## config.mk

```make
export PLATFORM = sky130hd
export DESIGN_NAME = svpwm_scheduler
export DESIGN_NICKNAME = d
export VERILOG_FILES = /design/src/rtl/svpwm_scheduler.sv
export SDC_FILE = /design/constraint.sdc
export NUM_CORES = 1
export LEC_CHECK = 0
export BUFFER_PORTS_ARGS = -buffer_cell sky130_fd_sc_hd__buf_2
export CORE_UTILIZATION = 53
export CTS_CLUSTER_SIZE = 16
export DETAILED_ROUTE_END_ITERATION = 10
export PLACE_DENSITY = 0.76
export SLEW_MARGIN = 20
export SYNTH_ARGS = -nofsm -noshare
export SYNTH_HDL_FRONTEND = slang
export SYNTH_SLANG_ARGS = --single-unit
```

## constraint.sdc

```tcl
create_clock -name clk -period 2.2 [get_ports clk]
set_input_delay 0.11 -clock clk [delete_from_list [all_inputs] [get_ports clk]]
set_output_delay 0.11 -clock clk [all_outputs]
set_load 0.01 [all_outputs]
```

## src/rtl/svpwm_scheduler.sv

```systemverilog
// svpwm_scheduler: centre-aligned carrier, valley-synchronous duty double-buffer, gates.
// Optional dead-time insertion is compiled in when SVPWM_DEADTIME_EN is defined.
module svpwm_scheduler #(
    parameter int N        = 8,
    parameter int DEADTIME = 4
) (
    input  logic         clk,
    input  logic         rst,
    input  logic         en,
    input  logic [N-1:0] period,
    output logic         sample,
    input  logic [N-1:0] duty_a,
    input  logic [N-1:0] duty_b,
    input  logic [N-1:0] duty_c,
    input  logic         duty_valid,
    output logic         duty_ready,
    output logic         miss,
    output logic         ga_h,
    output logic         gb_h,
    output logic         gc_h,
    output logic         ga_l,
    output logic         gb_l,
    output logic         gc_l
);
    typedef enum logic [1:0] {IDLE, WAIT_VALLEY, WAIT_DUTY, LOADED} state_t;

    localparam logic [N-1:0] ONE = {{(N-1){1'b0}}, 1'b1};

    state_t            state_q;
    logic [N-1:0]      cnt_q;
    logic [N-1:0]      period_q;
    logic              up_q;
    logic              pend_q;
    logic              sample_q;
    logic              miss_q;
    logic [2:0][N-1:0] act_q;
    logic [2:0][N-1:0] shd_q;
    logic [2:0]        gh_q;
    logic [2:0]        gl_q;

    logic              running;
    logic              valley;
    logic              peak;
    logic              xfer;
    logic              run;
    logic [2:0]        raw;
    logic [2:0]        quiet;
    logic [2:0][N-1:0] duty_in;

    if (DEADTIME < 1 || DEADTIME > 15) begin : g_dt_check
        $error("DEADTIME must be 1..15");
    end

    assign duty_in    = {duty_c, duty_b, duty_a};
    assign running    = state_q != IDLE;
    // Leaving IDLE parks the counter at 0/down so the first cycle is a valley.
    assign valley     = en && running && cnt_q == '0 && !up_q;
    assign peak       = running && up_q && cnt_q == period_q;
    assign duty_ready = state_q == WAIT_DUTY;
    assign xfer       = duty_valid && duty_ready;
    assign run        = en && running && period_q != '0;

    always_comb begin
        raw = '0;
        for (int i = 0; i < 3; i++) begin
            raw[i] = run && (cnt_q < act_q[i]);
        end
    end

`ifdef SVPWM_DEADTIME_EN
    logic [2:0]      prev_q;
    logic [2:0][3:0] dead_q;
    logic [2:0][3:0] dead_d;

    always_comb begin
        dead_d = dead_q;
        quiet  = '0;
        for (int i = 0; i < 3; i++) begin
            if (raw[i] != prev_q[i]) begin
                dead_d[i] = 4'(DEADTIME);
            end else if (dead_q[i] != 4'd0) begin
                dead_d[i] = dead_q[i] - 4'd1;
            end
            quiet[i] = dead_d[i] == 4'd0;
        end
    end

    always_ff @(posedge clk or posedge rst) begin
        if (rst) begin
            prev_q <= '0;
            dead_q <= '0;
        end else begin
            prev_q <= raw;
            dead_q <= dead_d;
        end
    end
`else
    assign quiet = '1;
`endif

    always_ff @(posedge clk or posedge rst) begin
        if (rst) begin
            state_q  <= IDLE;
            cnt_q    <= '0;
            period_q <= '0;
            up_q     <= 1'b1;
            pend_q   <= 1'b0;
            sample_q <= 1'b0;
            miss_q   <= 1'b0;
            act_q    <= '0;
            shd_q    <= '0;
            gh_q     <= '0;
            gl_q     <= '0;
        end else begin
            sample_q <= 1'b0;
            miss_q   <= 1'b0;
            if (!en) begin
                state_q <= IDLE;
                cnt_q   <= '0;
                up_q    <= 1'b1;
            end else if (state_q == IDLE) begin
                state_q <= WAIT_VALLEY;
                cnt_q   <= '0;
                up_q    <= 1'b0;
            end else begin
                if (valley) begin
                    period_q <= period;
                    sample_q <= 1'b1;
                    if (pend_q) act_q <= shd_q;
                    cnt_q    <= (period == '0) ? '0 : ONE;
                    up_q     <= period != '0;
                end else if (up_q) begin
                    if (cnt_q == period_q) begin
                        cnt_q <= cnt_q - ONE;
                        up_q  <= 1'b0;
                    end else begin
                        cnt_q <= cnt_q + ONE;
                    end
                end else begin
                    cnt_q <= cnt_q - ONE;
                end
                unique case (state_q)
                    WAIT_VALLEY, LOADED: begin
                        if (valley) state_q <= WAIT_DUTY;
                    end
                    WAIT_DUTY: begin
                        if (xfer) begin
                            state_q <= LOADED;
                        end else if (peak) begin
                            state_q <= WAIT_VALLEY;
                            miss_q  <= 1'b1;
                        end
                    end
                    default: state_q <= IDLE;
                endcase
            end
            // A transfer coinciding with a valley wins the pend flag.
            if (xfer) begin
                shd_q  <= duty_in;
                pend_q <= 1'b1;
            end else if (valley) begin
                pend_q <= 1'b0;
            end
            gh_q <= raw & quiet;
            gl_q <= {3{run}} & ~raw & quiet;
        end
    end

    assign sample = sample_q;
    assign miss   = miss_q;
    assign ga_h   = gh_q[0];
    assign gb_h   = gh_q[1];
    assign gc_h   = gh_q[2];
    assign ga_l   = gl_q[0];
    assign gb_l   = gl_q[1];
    assign gc_l   = gl_q[2];
endmodule

```

==> flow_summary.ini <==
[placement]
place.gp.congestion = 0.832
pre_cts_slack_ns = 0.111
port_buffers = 44
detailed_place_hpwl_mm = 5.56

[finish]
finalNetCount = 481
antennaDiodeCount = 0
drive_above_1_share = 0.317
fillers = 536
layout_commonest_cell = dfrtp_1
syn2layout_area_growth_pct = 21.8
final_core_util = 0.670
final_cell_mix = 74 x dfrtp_1, 44 x buf_2, 36 x mux2_2, 34 x dlygate4sd3_1, 30 x nand2_1

[timing]
skew_ns = 0.0111
min_period_over_period = 0.954
grt_setup_unrepaired = no
fin_ws_ns = 0.102
slew_headroom = 0.586
hold_violations = 0
fin_hold_ws_ns = 0.0219
worst_slew_pin_slew_ns = 0.620
fin_tns_setup_ns = 0
max_freq_ghz = 0.477
slew_violations = 0
finalSetupViolations = 0
fin_crit_ns = 2.10

[drt]
detail-route-antenna-nets = 0
drtIter0Drc = 167
wl_per_cell_um = 15.1
vias = 2776
drc = 0
dr.pass1.iters = 4
via_per_inst = 5.29
wirelength_mm = 7.95

[grt]
grt_pass1_vias = 2798
antenna_found_initial = 0
grt_max_degree = 34
grt_first_pass_wirelength_mm = 13.1
gr-usage-all-layers = 0.227
overflow = 0

[critical_path]
crit_chain = inv_1 > ha_1 > a41oi_2 > or3b_1 > a21o_1 > nand2_1
critPathMaxFanout = 10
rrSetupSlack_ns = 0.10
r2r-start = cnt_q[1]$_DFF_PP0_
worst-path-buf-inv = 1
required_ns = 2.50
cp-startpoint = cnt_q[1]$_DFF_PP0_
crit_type = reg2reg
rr_worst_depth = 6
reg2reg_to = cnt_q[7]$_DFF_PP0_
cp.arrival_ns = 2.39
cp-end-kind = flip-flop
max_stage_delay_ns = 0.62
crit_family = flip-flops
worst_setup_path_start_kind = flip-flop
slowest_stage = dfrtp_1

[clock_tree]
clk_pin_slew_ns = 0.08
cts_tree = done
cts_num_sinks = 76
insertion_delay_ns = 0.36
cts_buffers = 9
clockBufferDepth = 2
htreeDepth = 3
cts_root_buffer = clkbuf_8

[hold_path]
hold_depth = 2
min_from = period[4]
min_path_type = in2reg
holdPathEnd = period_q[4]$_DFFE_PP0P_

[synthesis]
synth_warnings = 0
synth_top_flop_cell = dfrtp_1
syn-cell-area_um2 = 3990
synth_cell_types = 44
synth-edff-count = 0
async_flop_share = 1.00
avgSynthCellArea_um2 = 11.9
ys_ff_latch = 76
syn-num-nets = 394
yosysSeqAreaShare = 0.477
synthCells = 334

[floorplan]
core_um2 = 7250
row_count = 31
die_y_um = 88.8
dieWidth_um = 88.8
start_util = 0.550
ioPinCount = 45
dieArea_um2 = 7880

[outcome]
status = completed

[power]
power_uw = 5880
power_density_nw_per_um2 = 1210
leakagePower_uw = 0.00238
max-vdd-ir-drop_mv = 0.664

[job]
maxCapViolations = 0
-- power by group --
group          internal (uW)  switching [uW]
Combinational           1280            1180
Clock                    524             525
Sequential              1920             449
Total                   3730            2150
-- how the worst max path moves through the flow --
stage,endpoint,slack (ns),cells past startpoint
after floorplan,act_q[0]$_DFFE_PP0P_,0.15,1
after global placement,cnt_q[7]$_DFF_PP0_,0.18,6
after detailed placement,cnt_q[7]$_DFF_PP0_,0.11,6
after CTS,cnt_q[7]$_DFF_PP0_,0.13,6
after global routing,cnt_q[7]$_DFF_PP0_,0.001,6
final,cnt_q[7]$_DFF_PP0_,0.10,6
-- cell families (layout without fill, tap and decap cells) --
group           after synthesis  in the layout  share of synthesized area
fa+ha+maj                    24             24                     0.0753
simple gates                 82             82                      0.111
buf+inv                      40            132                     0.0492
compound gates               47             47                     0.0909
flops                        76             76                      0.477
xor+xnor                      9              9                     0.0198
mux                          56             56                      0.177
-- state kept, by name, indices dropped and copies added, names as in the netlist --
register  flops
pend_q        1
gl_q          3
act_q        24
shd_q        24
miss          1
sample        1
cnt_q         8
up_q          1
gh_q          3
period_q      8
state_q       2
-- metrics by stage --
stage / cell area [um2] / std cells
after floorplan: 3990 / 334
after global placement: 4330 / 475
after detailed placement: 4330 / 475
after CTS: 4860 / 525
after global routing: 4860 / 525
final: 4860 / 525
-- metal layers --
layer	routed length, um	up-vias	part of all wire	global-route usage
met5	0	-	0	0
met2	4150	67	0.52	0.391
met1	3420	1357	0.43	0.285
met3	286	10	0.036	0.0420
met4	99	0	0.012	0.0850
li1	-	1342	-	-
-- timing repair --
item / in CTS / in global routing
setup buffers: 0 / 0
endpoints found under the setup margin: 0 / 1
hold buffers: 34 / 0
resized for setup: 0 / 1
endpoints found under the hold margin: 60 / 0
-- layout make-up --
class	instances	area, um2	share of cell area
sequential	76	1900	0.392
multi-input combinational	218	1890	0.389
timing repair buffer	87	641	0.132
clock buffer	10	128	0.0263
tap	99	124	0.0255
inverter	29	109	0.0224
clock inverter	6	63.8	0.0131
-- synth_stat cells, types with 2 or more instances --
library cell | number | area (um2)
nand2b_1 | 6 | 37.5
o21a_1 | 2 | 15.0
and2_1 | 4 | 25.0
buf_2 | 4 | 20.0
nor4_1 | 8 | 50.1
nor2_1 | 13 | 48.8
a21o_1 | 7 | 52.6
o21ai_0 | 4 | 20.0
ha_1 | 24 | 300
nand3_1 | 3 | 15.0
dfrtp_1 | 75 | 1880
a21oi_1 | 7 | 35.0
o211ai_1 | 6 | 45.0
a211o_1 | 6 | 52.6
nand2_1 | 30 | 113
xnor2_1 | 9 | 78.8
and3_1 | 4 | 25.0
nor2b_1 | 3 | 18.8
o31a_1 | 3 | 26.3
mux2_2 | 36 | 405
inv_1 | 29 | 109
buf_6 | 5 | 56.3
a211oi_1 | 6 | 45.0
mux2_4 | 20 | 300
No activity file was read; power rests on OpenSTA's default activity.
